<file path="config.mk">
export PLATFORM = sky130hd
export DESIGN_NAME = writeback_arbiter
export DESIGN_NICKNAME = d
export VERILOG_FILES = /design/src/rtl/wb_pkg.sv /design/src/rtl/wb_chan_fifo.sv /design/src/rtl/writeback_arbiter.sv
export SDC_FILE = /design/constraint.sdc
export NUM_CORES = 1
export LEC_CHECK = 0
export CORE_MARGIN = 2
export CORE_UTILIZATION = 25
export DETAILED_ROUTE_END_ITERATION = 10
export GPL_TIMING_DRIVEN = 0
export HOLD_SLACK_MARGIN = 0.06
export PLACE_DENSITY = 0.41
export SLEW_MARGIN = 30
export SYNTH_ARGS = -nofsm -noshare
export SYNTH_HDL_FRONTEND = slang
export SYNTH_SLANG_ARGS = --single-unit
</file>
<file path="constraint.sdc">
create_clock -name clk -period 8.2 [get_ports clk]
set_input_delay 2.46 -clock clk [delete_from_list [all_inputs] [get_ports clk]]
set_output_delay 2.46 -clock clk [all_outputs]
set_load 0.03 [all_outputs]
</file>
<file path="src/rtl/wb_pkg.sv">
// Shared types and default widths for the writeback arbiter and its channel buffers.
package wb_pkg;

   localparam int WB_DATA_WIDTH = 32;
   localparam int WB_PHY_WIDTH  = 6;
   localparam int WB_ROB_WIDTH  = 5;
   localparam int WB_BUF_DEPTH  = 4;

   // One execution result as it travels from a channel to a writeback port.
   // Field order here is also the packing order of the flat entry vectors.
   typedef struct packed {
      logic [WB_ROB_WIDTH-1:0]  rob_id;
      logic [WB_PHY_WIDTH-1:0]  rd_phy;
      logic                     rd_we;
      logic [WB_DATA_WIDTH-1:0] data;
   } wb_entry_t;

   localparam int WB_ENTRY_WIDTH = $bits(wb_entry_t);

   // Width of a packed entry for non-default field widths.
   function automatic int wb_entry_width(input int rob_w, input int phy_w, input int data_w);
      return rob_w + phy_w + 1 + data_w;
   endfunction

endpackage

</file>
<file path="src/rtl/wb_chan_fifo.sv">
// Per-channel result buffer: power-of-two FIFO with registered occupancy.
// Flush and reset both empty the buffer; stored data is never cleared.
module wb_chan_fifo
   import wb_pkg::*;
#(
   parameter int WIDTH = WB_ENTRY_WIDTH,
   parameter int DEPTH = WB_BUF_DEPTH
) (
   input  logic                       clk,
   input  logic                       rst,
   input  logic                       flush,
   input  logic                       enq,
   input  logic [WIDTH-1:0]           enq_data,
   input  logic                       deq,
   output logic [WIDTH-1:0]           deq_data,
   output logic [$clog2(DEPTH+1)-1:0] count,
   output logic                       full,
   output logic                       empty
);

   localparam int PTR_W = $clog2(DEPTH);
   localparam int CNT_W = $clog2(DEPTH + 1);
   localparam logic [CNT_W-1:0] FULL_CNT = CNT_W'(DEPTH);

   logic [WIDTH-1:0] mem [DEPTH];
   logic [PTR_W-1:0] wr_ptr;
   logic [PTR_W-1:0] rd_ptr;

   // Pointer and occupancy bookkeeping; pointers wrap naturally at DEPTH.
   always_ff @(posedge clk) begin
      if (rst || flush) begin
         wr_ptr <= '0;
         rd_ptr <= '0;
         count  <= '0;
      end else begin
         if (enq) wr_ptr <= wr_ptr + PTR_W'(1);
         if (deq) rd_ptr <= rd_ptr + PTR_W'(1);
         case ({enq, deq})
            2'b10:   count <= count + CNT_W'(1);
            2'b01:   count <= count - CNT_W'(1);
            default: count <= count;
         endcase
      end
   end

   // Payload storage; a write during flush/reset is harmless since the pointers restart.
   always_ff @(posedge clk) begin
      if (enq) mem[wr_ptr] <= enq_data;
   end

   assign deq_data = mem[rd_ptr];
   assign full     = (count == FULL_CNT);
   assign empty    = (count == '0);

endmodule

</file>
<file path="src/rtl/writeback_arbiter.sv">
// Writeback arbiter: buffers results from NUM_CH execution channels and
// drains up to NUM_WB of them per cycle onto registered writeback ports,
// round-robin from rr_ptr, at most one entry per channel per cycle.
module writeback_arbiter
   import wb_pkg::*;
#(
   parameter int NUM_CH     = 4,
   parameter int NUM_WB     = 2,
   parameter int DATA_WIDTH = WB_DATA_WIDTH,
   parameter int PHY_WIDTH  = WB_PHY_WIDTH,
   parameter int ROB_WIDTH  = WB_ROB_WIDTH,
   parameter int BUF_DEPTH  = WB_BUF_DEPTH
) (
   input  logic                                      clk,
   input  logic                                      rst,
   input  logic                                      flush,
   input  logic [NUM_CH-1:0]                         in_valid,
   output logic [NUM_CH-1:0]                         in_ready,
   input  logic [NUM_CH*ROB_WIDTH-1:0]               in_rob_id,
   input  logic [NUM_CH*PHY_WIDTH-1:0]               in_rd_phy,
   input  logic [NUM_CH-1:0]                         in_rd_we,
   input  logic [NUM_CH*DATA_WIDTH-1:0]              in_data,
   output logic [NUM_WB-1:0]                         out_valid,
   output logic [NUM_WB*ROB_WIDTH-1:0]               out_rob_id,
   output logic [NUM_WB*PHY_WIDTH-1:0]               out_rd_phy,
   output logic [NUM_WB-1:0]                         out_rd_we,
   output logic [NUM_WB*DATA_WIDTH-1:0]              out_data,
   output logic [NUM_CH*$clog2(BUF_DEPTH+1)-1:0]     buf_count
);

   localparam int ENT_W = wb_entry_width(ROB_WIDTH, PHY_WIDTH, DATA_WIDTH);
   localparam int CNT_W = $clog2(BUF_DEPTH + 1);
   localparam int CH_W  = (NUM_CH > 1) ? $clog2(NUM_CH) : 1;

   logic [NUM_CH-1:0]   fifo_full;
   logic [NUM_CH-1:0]   fifo_empty;
   logic [NUM_CH-1:0]   enq;
   logic [NUM_CH-1:0]   grant;
   logic [ENT_W-1:0]    head [NUM_CH];
   logic [CNT_W-1:0]    cnt  [NUM_CH];

   logic [CH_W-1:0]     rr_ptr;
   logic [CH_W-1:0]     rr_next;
   logic [NUM_WB-1:0]   port_vld;
   logic [CH_W-1:0]     port_ch [NUM_WB];
   logic [2*NUM_CH-1:0] req_dbl;
   logic [2*NUM_CH-1:0] gnt_dbl;
   logic [NUM_CH-1:0]   req_rot;
   logic [NUM_CH-1:0]   gnt_rot;

   logic [NUM_WB-1:0]   out_vld_p1;
   logic [ENT_W-1:0]    out_ent_p1 [NUM_WB];

   // Channel buffers; acceptance depends only on the registered count.
   for (genvar c = 0; c < NUM_CH; c++) begin : g_chan
      assign enq[c]      = in_valid[c] & ~fifo_full[c] & ~flush;
      assign in_ready[c] = ~fifo_full[c];
      assign buf_count[c*CNT_W +: CNT_W] = cnt[c];

      wb_chan_fifo #(
         .WIDTH (ENT_W),
         .DEPTH (BUF_DEPTH)
      ) u_fifo (
         .clk      (clk),
         .rst      (rst),
         .flush    (flush),
         .enq      (enq[c]),
         .enq_data ({in_rob_id[c*ROB_WIDTH +: ROB_WIDTH],
                     in_rd_phy[c*PHY_WIDTH +: PHY_WIDTH],
                     in_rd_we[c],
                     in_data[c*DATA_WIDTH +: DATA_WIDTH]}),
         .deq      (grant[c]),
         .deq_data (head[c]),
         .count    (cnt[c]),
         .full     (fifo_full[c]),
         .empty    (fifo_empty[c])
      );
   end

   // Round-robin grant: rotate requests so rr_ptr is bit 0, take the first
   // NUM_WB set bits in order (k-th grant -> port k), then rotate back.
   always_comb begin
      int gcnt;
      int ch;
      gcnt     = 0;
      ch       = 0;
      gnt_rot  = '0;
      port_vld = '0;
      rr_next  = rr_ptr;
      for (int k = 0; k < NUM_WB; k++) port_ch[k] = '0;

      req_dbl = {~fifo_empty, ~fifo_empty} >> rr_ptr;
      req_rot = req_dbl[NUM_CH-1:0];

      for (int i = 0; i < NUM_CH; i++) begin
         if (req_rot[i] && (gcnt < NUM_WB)) begin
            ch = int'(rr_ptr) + i;
            if (ch >= NUM_CH) ch = ch - NUM_CH;
            gnt_rot[i] = 1'b1;
            for (int k = 0; k < NUM_WB; k++) begin
               if (k == gcnt) begin
                  port_vld[k] = 1'b1;
                  port_ch[k]  = CH_W'(ch);
               end
            end
            rr_next = (ch == NUM_CH - 1) ? '0 : CH_W'(ch + 1);
            gcnt    = gcnt + 1;
         end
      end

      gnt_dbl = {gnt_rot, gnt_rot} << rr_ptr;
      grant   = gnt_dbl[2*NUM_CH-1:NUM_CH];
   end

   // Writeback port registers and round-robin pointer; flush drops this cycle's grants.
   always_ff @(posedge clk) begin
      if (rst) begin
         out_vld_p1 <= '0;
         rr_ptr     <= '0;
         for (int k = 0; k < NUM_WB; k++) out_ent_p1[k] <= '0;
      end else if (flush) begin
         out_vld_p1 <= '0;
         rr_ptr     <= '0;
      end else begin
         out_vld_p1 <= port_vld;
         rr_ptr     <= rr_next;
         for (int k = 0; k < NUM_WB; k++)
            out_ent_p1[k] <= port_vld[k] ? head[port_ch[k]] : '0;
      end
   end

   for (genvar k = 0; k < NUM_WB; k++) begin : g_port
      assign out_valid[k]                          = out_vld_p1[k];
      assign out_rob_id[k*ROB_WIDTH +: ROB_WIDTH]  = out_ent_p1[k][ENT_W-1 -: ROB_WIDTH];
      assign out_rd_phy[k*PHY_WIDTH +: PHY_WIDTH]  = out_ent_p1[k][DATA_WIDTH+1 +: PHY_WIDTH];
      assign out_rd_we[k]                          = out_ent_p1[k][DATA_WIDTH];
      assign out_data[k*DATA_WIDTH +: DATA_WIDTH]  = out_ent_p1[k][DATA_WIDTH-1:0];
   end

endmodule

</file>
==> results.json, run 1 <==
{
  "status": "complete, no violations",
  "postCtsSetupBuffers": 0,
  "p_total_mw": 10.52,
  "rows": 133,
  "fp.dieW_um": 369.2,
  "cts-root-buf": "clkbuf_16",
  "power.leakage_nw": 12.99,
  "min-delay-path-class": "reg -> reg",
  "switching_share": 0.2635,
  "switchingPower_mw": 2.772,
  "finalCritPeriodShare": 0.6760,
  "drc": 0,
  "portBuffers": 288,
  "syn_to_final_growth_pct": 25.59,
  "finalHoldWorstSlack_ns": 0.4971,
  "dr_total_vias": 18616,
  "synth_top_family_by_area": "multiplexers",
  "finalCriticalPeriod_ns": 5.543,
  "drtIter0Drc": 1565,
  "dieArea_um2": 136300,
  "drv_cap": 0,
  "cts_buffers": 95,
  "grt_pass1_vias": 19285,
  "fin_skew_ns": 0.01865,
  "nets": 2360,
  "post-route-util": 0.3173,
  "synth_xor_xnor_area_share": 0.005254,
  "r2r_cells": 13,
  "core_um2": 132000,
  "cp.required_ns": 8.54,
  "rsz0062_at_grt": "no",
  "track_usage": 0.1547,
  "ys_seq_elements": 832,
  "syn_area_um2": 33340,
  "synth_cell_types": 60,
  "wl_per_cell_um": 26.78,
  "synthSimpleGateAreaFrac": 0.05651,
  "hold_path_depth": 2,
  "grt_overflow": 0,
  "fin_setup_tns_ns": 0,
  "critPathKind": "in -> reg",
  "grt_pass1_wl_mm": 148.1,
  "grt_max_degree": 42,
  "hpwl_mm": 76.85,
  "peakVddDrop_v": 0.0001366,
  "cp.arrival_ns": 5.89,
  "worstMarginPinSlew_ns": 0.9342,
  "muxShareOfSynthArea": 0.1488,
  "path_clk_slew_ns": 0.06,
  "slew_viol_final": 0,
  "finalSetupViolations": 0,
  "relSlewSlack": 0.3772,
  "drt-pass1-iter-count": 5,
  "p_per_area_nw_per_um2": 251.2,
  "num_io_pins": 289,
  "endpoint_kind": "register",
  "clk_latency_ns": 0.67,
  "fin_area_um2": 41870,
  "fin_ws_ns": 2.657,
  "place.gp.congestion": 0.7771,
  "postSynth.asyncResetShare": 0,
  "p_int_mw": 7.747,
  "synth_ff_type": "edfxtp_1",
  "synth_compound_area_frac": 0.02026,
  "cts_tree": "done",
  "initial_core_util": 0.2527,
  "fillCellCount": 12741,
  "pwr-share-comb": 0.149,
  "multi_input_area_um2": 8190,
  "synth-edff-count": 792,
  "synth_cells": 1742,
  "hold_violations": 0,
  "holdBufCountCts": 0,
  "sequentialPowerShare": 0.462,
  "yosysWarnings": 0,
  "layout-drive-gt1-share": 0.1941,
  "final_cells": 3979,
  "syn_nets": 1957,
  "placed_area_um2": 38870,
  "post-place-ws_ns": 1.948,
  "cts.htree.levels": 3,
  "dp.cells": 3803,
  "syn_area_per_cell_um2": 19.14,
  "cts_resized": 0,
  "routed_wl_mm": 106.6,
  "seq_area_um2": 24580,
  "via_per_inst": 4.679,
  "cts_buffer_depth": 3,
  "ant_nets": 0,
  "path_max_fanout": 10,
  "clock.fmax_mhz": 180.4,
  "critPathLaunchType": "primary input",
  "fp.dieH_um": 369.2,
  "clkPwrFrac": 0.389,
  "cts.sinks": 832,
  "synth_fa_ha_area_frac": 0.01321,
  "ys_seq_area_frac": 0.7373,
  "antenna_found_initial": 28
}
-- registers in the layout (all words and copies together) (netlist names), named ones only --
name / flops
g_chan.u_fifo.wr_ptr: 8
rr_ptr: 2
out_ent_p1: 88
g_chan.u_fifo.mem: 704
g_chan.u_fifo.rd_ptr: 8
out_valid: 2
g_chan.u_fifo.count: 12
-- Yosys cell counts, drive strengths merged (2+ instances only) --
library cell | number | share of area
o221ai | 2 | 0.00053
ha | 28 | 0.011
nor4 | 2 | 0.00038
inv | 30 | 0.0034
edfxtp | 792 | 0.71
o21a | 2 | 0.00045
and3 | 3 | 0.00056
mux4 | 178 | 0.12
nor3b | 2 | 0.00045
and2 | 16 | 0.0030
clkinv | 2 | 0.00023
mux2i | 92 | 0.028
nand3 | 188 | 0.031
a22oi | 2 | 0.00086
xnor2 | 9 | 0.0024
o211a | 2 | 0.00060
nand4 | 44 | 0.0083
o22ai | 45 | 0.0086
mux2 | 2 | 0.00079
a41oi | 2 | 0.00053
dfxtp | 40 | 0.024
nor3 | 8 | 0.0018
or2 | 2 | 0.00038
nor2 | 45 | 0.0053
clkbuf | 62 | 0.0070
a211oi | 3 | 0.0012
o21ai | 9 | 0.0014
fa | 4 | 0.0024
or3 | 10 | 0.0019
buf | 46 | 0.0081
nand2b | 2 | 0.00038
nand2 | 21 | 0.0024
xor2 | 11 | 0.0029
a21oi | 23 | 0.0035
-- worst paths after layout --
kind	start	end	slack, ns
setup / recovery	flush	out_ent_p1[0][68]	2.66
hold / removal	g_chan[3].u_fifo.wr_ptr[1]	g_chan[3].u_fifo.wr_ptr[1]	0.50
setup reg to reg	g_chan[2].u_fifo.count[2]	out_ent_p1[0][68]	3.24
hold reg to reg	g_chan[3].u_fifo.wr_ptr[1]	g_chan[3].u_fifo.wr_ptr[1]	0.50
-- cell families (layout without fill, tap and decap cells) --
logic type               Yosys count  after routing
flip-flops                       832            832
AO/OA/AOI/OAI                    100            100
multiplexers                     272            272
buffers and inverters            140            618
adder cells (fa/ha/maj)           33             33
AND/OR/NAND/NOR                  345            345
XOR/XNOR                          20             20
other                              0              4
-- metal layers --
metal | track usage | routed length (µm)
met1 | 0.2058 | 46100
met2 | 0.2510 | 50580
met3 | 0.03974 | 7496
met4 | 0.03972 | 2184
met5 | 0 | 199
-- power groups by stage --
| stage | Sequential, mW | Combinational [mW] | Clock, mW |
|---|---|---|---|
| 5_1_grt | 4.87 | 1.66 | 4.38 |
| 3_5_place_dp | 4.95 | 1.57 | 0 |
| 4_1_cts | 4.86 | 1.58 | 4.23 |
| 2_1_floorplan | 5.05 | 0.754 | 0 |
| 3_3_place_gp | 4.95 | 1.54 | 0 |
| 6_report | 4.86 | 1.56 | 4.10 |
-- layout by cell type, fill, tap and decap left out, types with 7 or more instances in the layout --
cell type        count
clkbuf_1            64
buf_2               26
buf_4                7
clkinv_1            26
mux2i_1             91
clkbuf_16           96
clkdlybuf4s50_1    288
buf_12              16
nand4_1             44
ha_1                28
o22ai_1             44
dfxtp_1             40
and2_4              16
nand2_1             21
mux4_2             178
clkinv_2            13
a21oi_1             23
xor2_1              11
nor2_1              44
inv_1               30
or3_1               10
buf_1                9
bufinv_16            7
o21ai_0              9
nand3_2             20
xnor2_1              9
nand3_1            168
edfxtp_1           792
clkbuf_2            20
-- layout make-up --
type                            count  share of cell area
Inverter                           32            0.002868
Clock inverter                     51             0.01097
Buffer                            108             0.01267
Clock buffer                      121             0.06033
Sequential cell                   832              0.5871
Antenna cell                        4           0.0002390
Timing Repair Buffer              306             0.07781
Tap cell                         1755             0.05244
Multi-Input combinational cell    770              0.1956
-- worst max-delay path, stage by stage --
cell	delay (ns)
clkdlybuf4s50_1	0.79
or2_2	0.21
clkbuf_1	0.44
a21o_1	0.20
nand2b_1	0.12
clkbuf_1	0.68
clkbuf_1	0.70
o22ai_1	0.26
No activity file was read; power rests on OpenSTA's default activity.
==> inputs of run 2 (changes only) <==
- clock period: 8.2 -> 5.1 ns (I/O delays scaled with it)
==> results.json, run 2 (synthesis gave the netlist of run 1 again) <==
{
  "fp.dieH_um": 369.2,
  "dieArea_um2": 136300,
  "final_common_cell": "edfxtp_1",
  "critPathLaunchType": "register",
  "finalCritPeriodShare": 0.9721,
  "seq_area_um2": 24580,
  "min_from": "g_chan[3].u_fifo.wr_ptr[1]",
  "cts_buffer_depth": 3,
  "clk_latency_ns": 0.67,
  "p_int_mw": 12.46,
  "grt_overflow": 0,
  "reg2reg_from": "g_chan[2].u_fifo.count[2]",
  "r2r_cells": 13,
  "fp.dieW_um": 369.2,
  "cts-root-buf": "clkbuf_16",
  "hold_path_depth": 2,
  "drc": 0,
  "top_register": "g_chan.u_fifo.mem",
  "drv_cap": 0,
  "wl_per_cell_um": 26.79,
  "switching_share": 0.2636,
  "portBuffers": 288,
  "r2r_setup_slack_ns": 0.14,
  "ant_nets": 0,
  "cts.sinks": 832,
  "cts_buffers": 95,
  "relSlewSlack": 0.3665,
  "dr_total_vias": 18648,
  "nets": 2360,
  "critPathKind": "reg -> reg",
  "whs_endpoint": "g_chan[3].u_fifo.wr_ptr[1]",
  "rows": 133,
  "multi_input_area_um2": 8190,
  "clock.fmax_mhz": 201.7,
  "drt-pass1-iter-count": 5,
  "fin_area_um2": 41880,
  "slew_viol_final": 0,
  "rsz0062_at_grt": "yes",
  "final_cells": 3979,
  "fillCellCount": 12740,
  "initial_core_util": 0.2527,
  "holdBufCountCts": 0,
  "status": "complete, no violations",
  "r2r-end": "out_ent_p1[0][64]",
  "drtIter0Drc": 1566,
  "syn_to_final_growth_pct": 25.59,
  "path_clk_slew_ns": 0.06,
  "dp.cells": 3803,
  "routed_wl_mm": 106.6,
  "path_max_fanout": 10,
  "cts.htree.levels": 3,
  "placed_area_um2": 38870,
  "switchingPower_mw": 4.458,
  "p_per_area_nw_per_um2": 403.9,
  "peakVddDrop_v": 0.0002187,
  "cp.arrival_ns": 5.28,
  "core_um2": 132000,
  "grt_max_degree": 42,
  "layout-drive-gt1-share": 0.1946,
  "antenna_found_initial": 28,
  "via_per_inst": 4.687,
  "pwr-share-comb": 0.149,
  "top_regs": "g_chan.u_fifo.mem (704), out_ent_p1 (88), g_chan.u_fifo.count (12)",
  "cp.required_ns": 5.42,
  "worstMarginPinSlew_ns": 0.9502,
  "sequentialPowerShare": 0.462,
  "layout_common_cells": "edfxtp_1 (792), clkdlybuf4s50_1 (288), mux4_2 (178), nand3_1 (168), clkbuf_16 (96)",
  "endpoint_kind": "register",
  "hpwl_mm": 76.85,
  "grt_pass1_vias": 19285,
  "finalCriticalPeriod_ns": 4.957,
  "num_io_pins": 289,
  "power.leakage_nw": 12.99,
  "grt_pass1_wl_mm": 148.1,
  "fin_skew_ns": 0.01868,
  "largest_reg_flops": 704,
  "place.gp.congestion": 0.7771,
  "clkPwrFrac": 0.389,
  "hold_violations": 0,
  "track_usage": 0.1547,
  "finalSetupViolations": 0,
  "min-delay-path-class": "reg -> reg",
  "cts_tree": "done"
}
-- run 2: cell counts in the layout (fill, tap and decap cells not counted) --
No cell type changed its count.
-- run 2: power groups by stage --
| stage | Combinational (mW) | Clock (mW) | Sequential, mW |
|---|---|---|---|
| after floorplan | 1.21 | 0 | 8.12 |
| after global placement | 2.48 | 0 | 7.97 |
| after detailed placement | 2.53 | 0 | 7.96 |
| after CTS | 2.54 | 6.79 | 7.82 |
| after global routing | 2.67 | 7.04 | 7.83 |
| final | 2.52 | 6.59 | 7.81 |
-- run 2: layer usage --
layer | part of all wire | up-vias | track usage
li1 | - | 7953 | -
met4 | 0.020 | 30 | 0.03972
met5 | 0.0019 | - | 0
met3 | 0.070 | 155 | 0.03974
met2 | 0.48 | 635 | 0.2510
met1 | 0.43 | 9875 | 0.2058
-- run 2: critical path, stage by stage (launching register included) --
cell and delay, ns:
dfxtp_1 0.36, or3_1 0.38, buf_2 0.17, mux4_2 0.58, ha_1 0.27, inv_1 0.17
and3_1 0.17, clkbuf_1 0.39, o2111ai_1 0.21, o211a_1 0.20, nand2b_1 0.08, clkbuf_1 0.70
clkbuf_1 0.58, o22ai_1 0.34
-- run 2: worst max path at each step --
stage / to / slack (ns) / from
after floorplan: out_ent_p1[0][0] / 0.97 / rst
after global placement: out_ent_p1[0][31] / -1.28 / flush
after detailed placement: out_ent_p1[0][71] / -0.22 / flush
after CTS: out_ent_p1[0][68] / 0.13 / g_chan[2].u_fifo.count[2]
after global routing: out_ent_p1[0][64] / -0.0008 / g_chan[2].u_fifo.count[2]
final: out_ent_p1[0][64] / 0.14 / g_chan[2].u_fifo.count[2]
-- run 2: cell type report --
cell class	count	area share
antenna	4	0.0002390
buffer	108	0.01270
clock buffer	121	0.06033
clock inverter	51	0.01097
inverter	32	0.002868
multi-input combinational	770	0.1956
sequential	832	0.5871
tap	1755	0.05244
timing repair buffer	306	0.07781
-- run 2: per-stage QoR --
step	utilization	worst slack (ns)	hold slack [ns]	setup TNS [ns]	power (mW)
global route	0.3173	-0.0008278	0.5101	-0.0008278	17.54
floorplan	-	0.9661	0.4692	0	9.331
global placement	0.2911	-1.279	0.4843	-326.00	10.45
detailed placement	0.2946	-0.2219	0.4909	-3.122	10.49
CTS	0.3172	0.1302	0.4986	0	17.15
finish	0.3173	0.1425	0.4971	0	16.91
-- run 2: repair_timing --
action | in CTS | in global routing
resized for setup | 0 | 2
setup endpoints to repair | 0 | 9
buffers inserted | 0 | 0
==> inputs of run 3 (changes only) <==
- SKIP_LAST_GASP: default -> 1
==> results of run 3 <==
No change in the layout: final DEF, timing and power equal those of run 2.
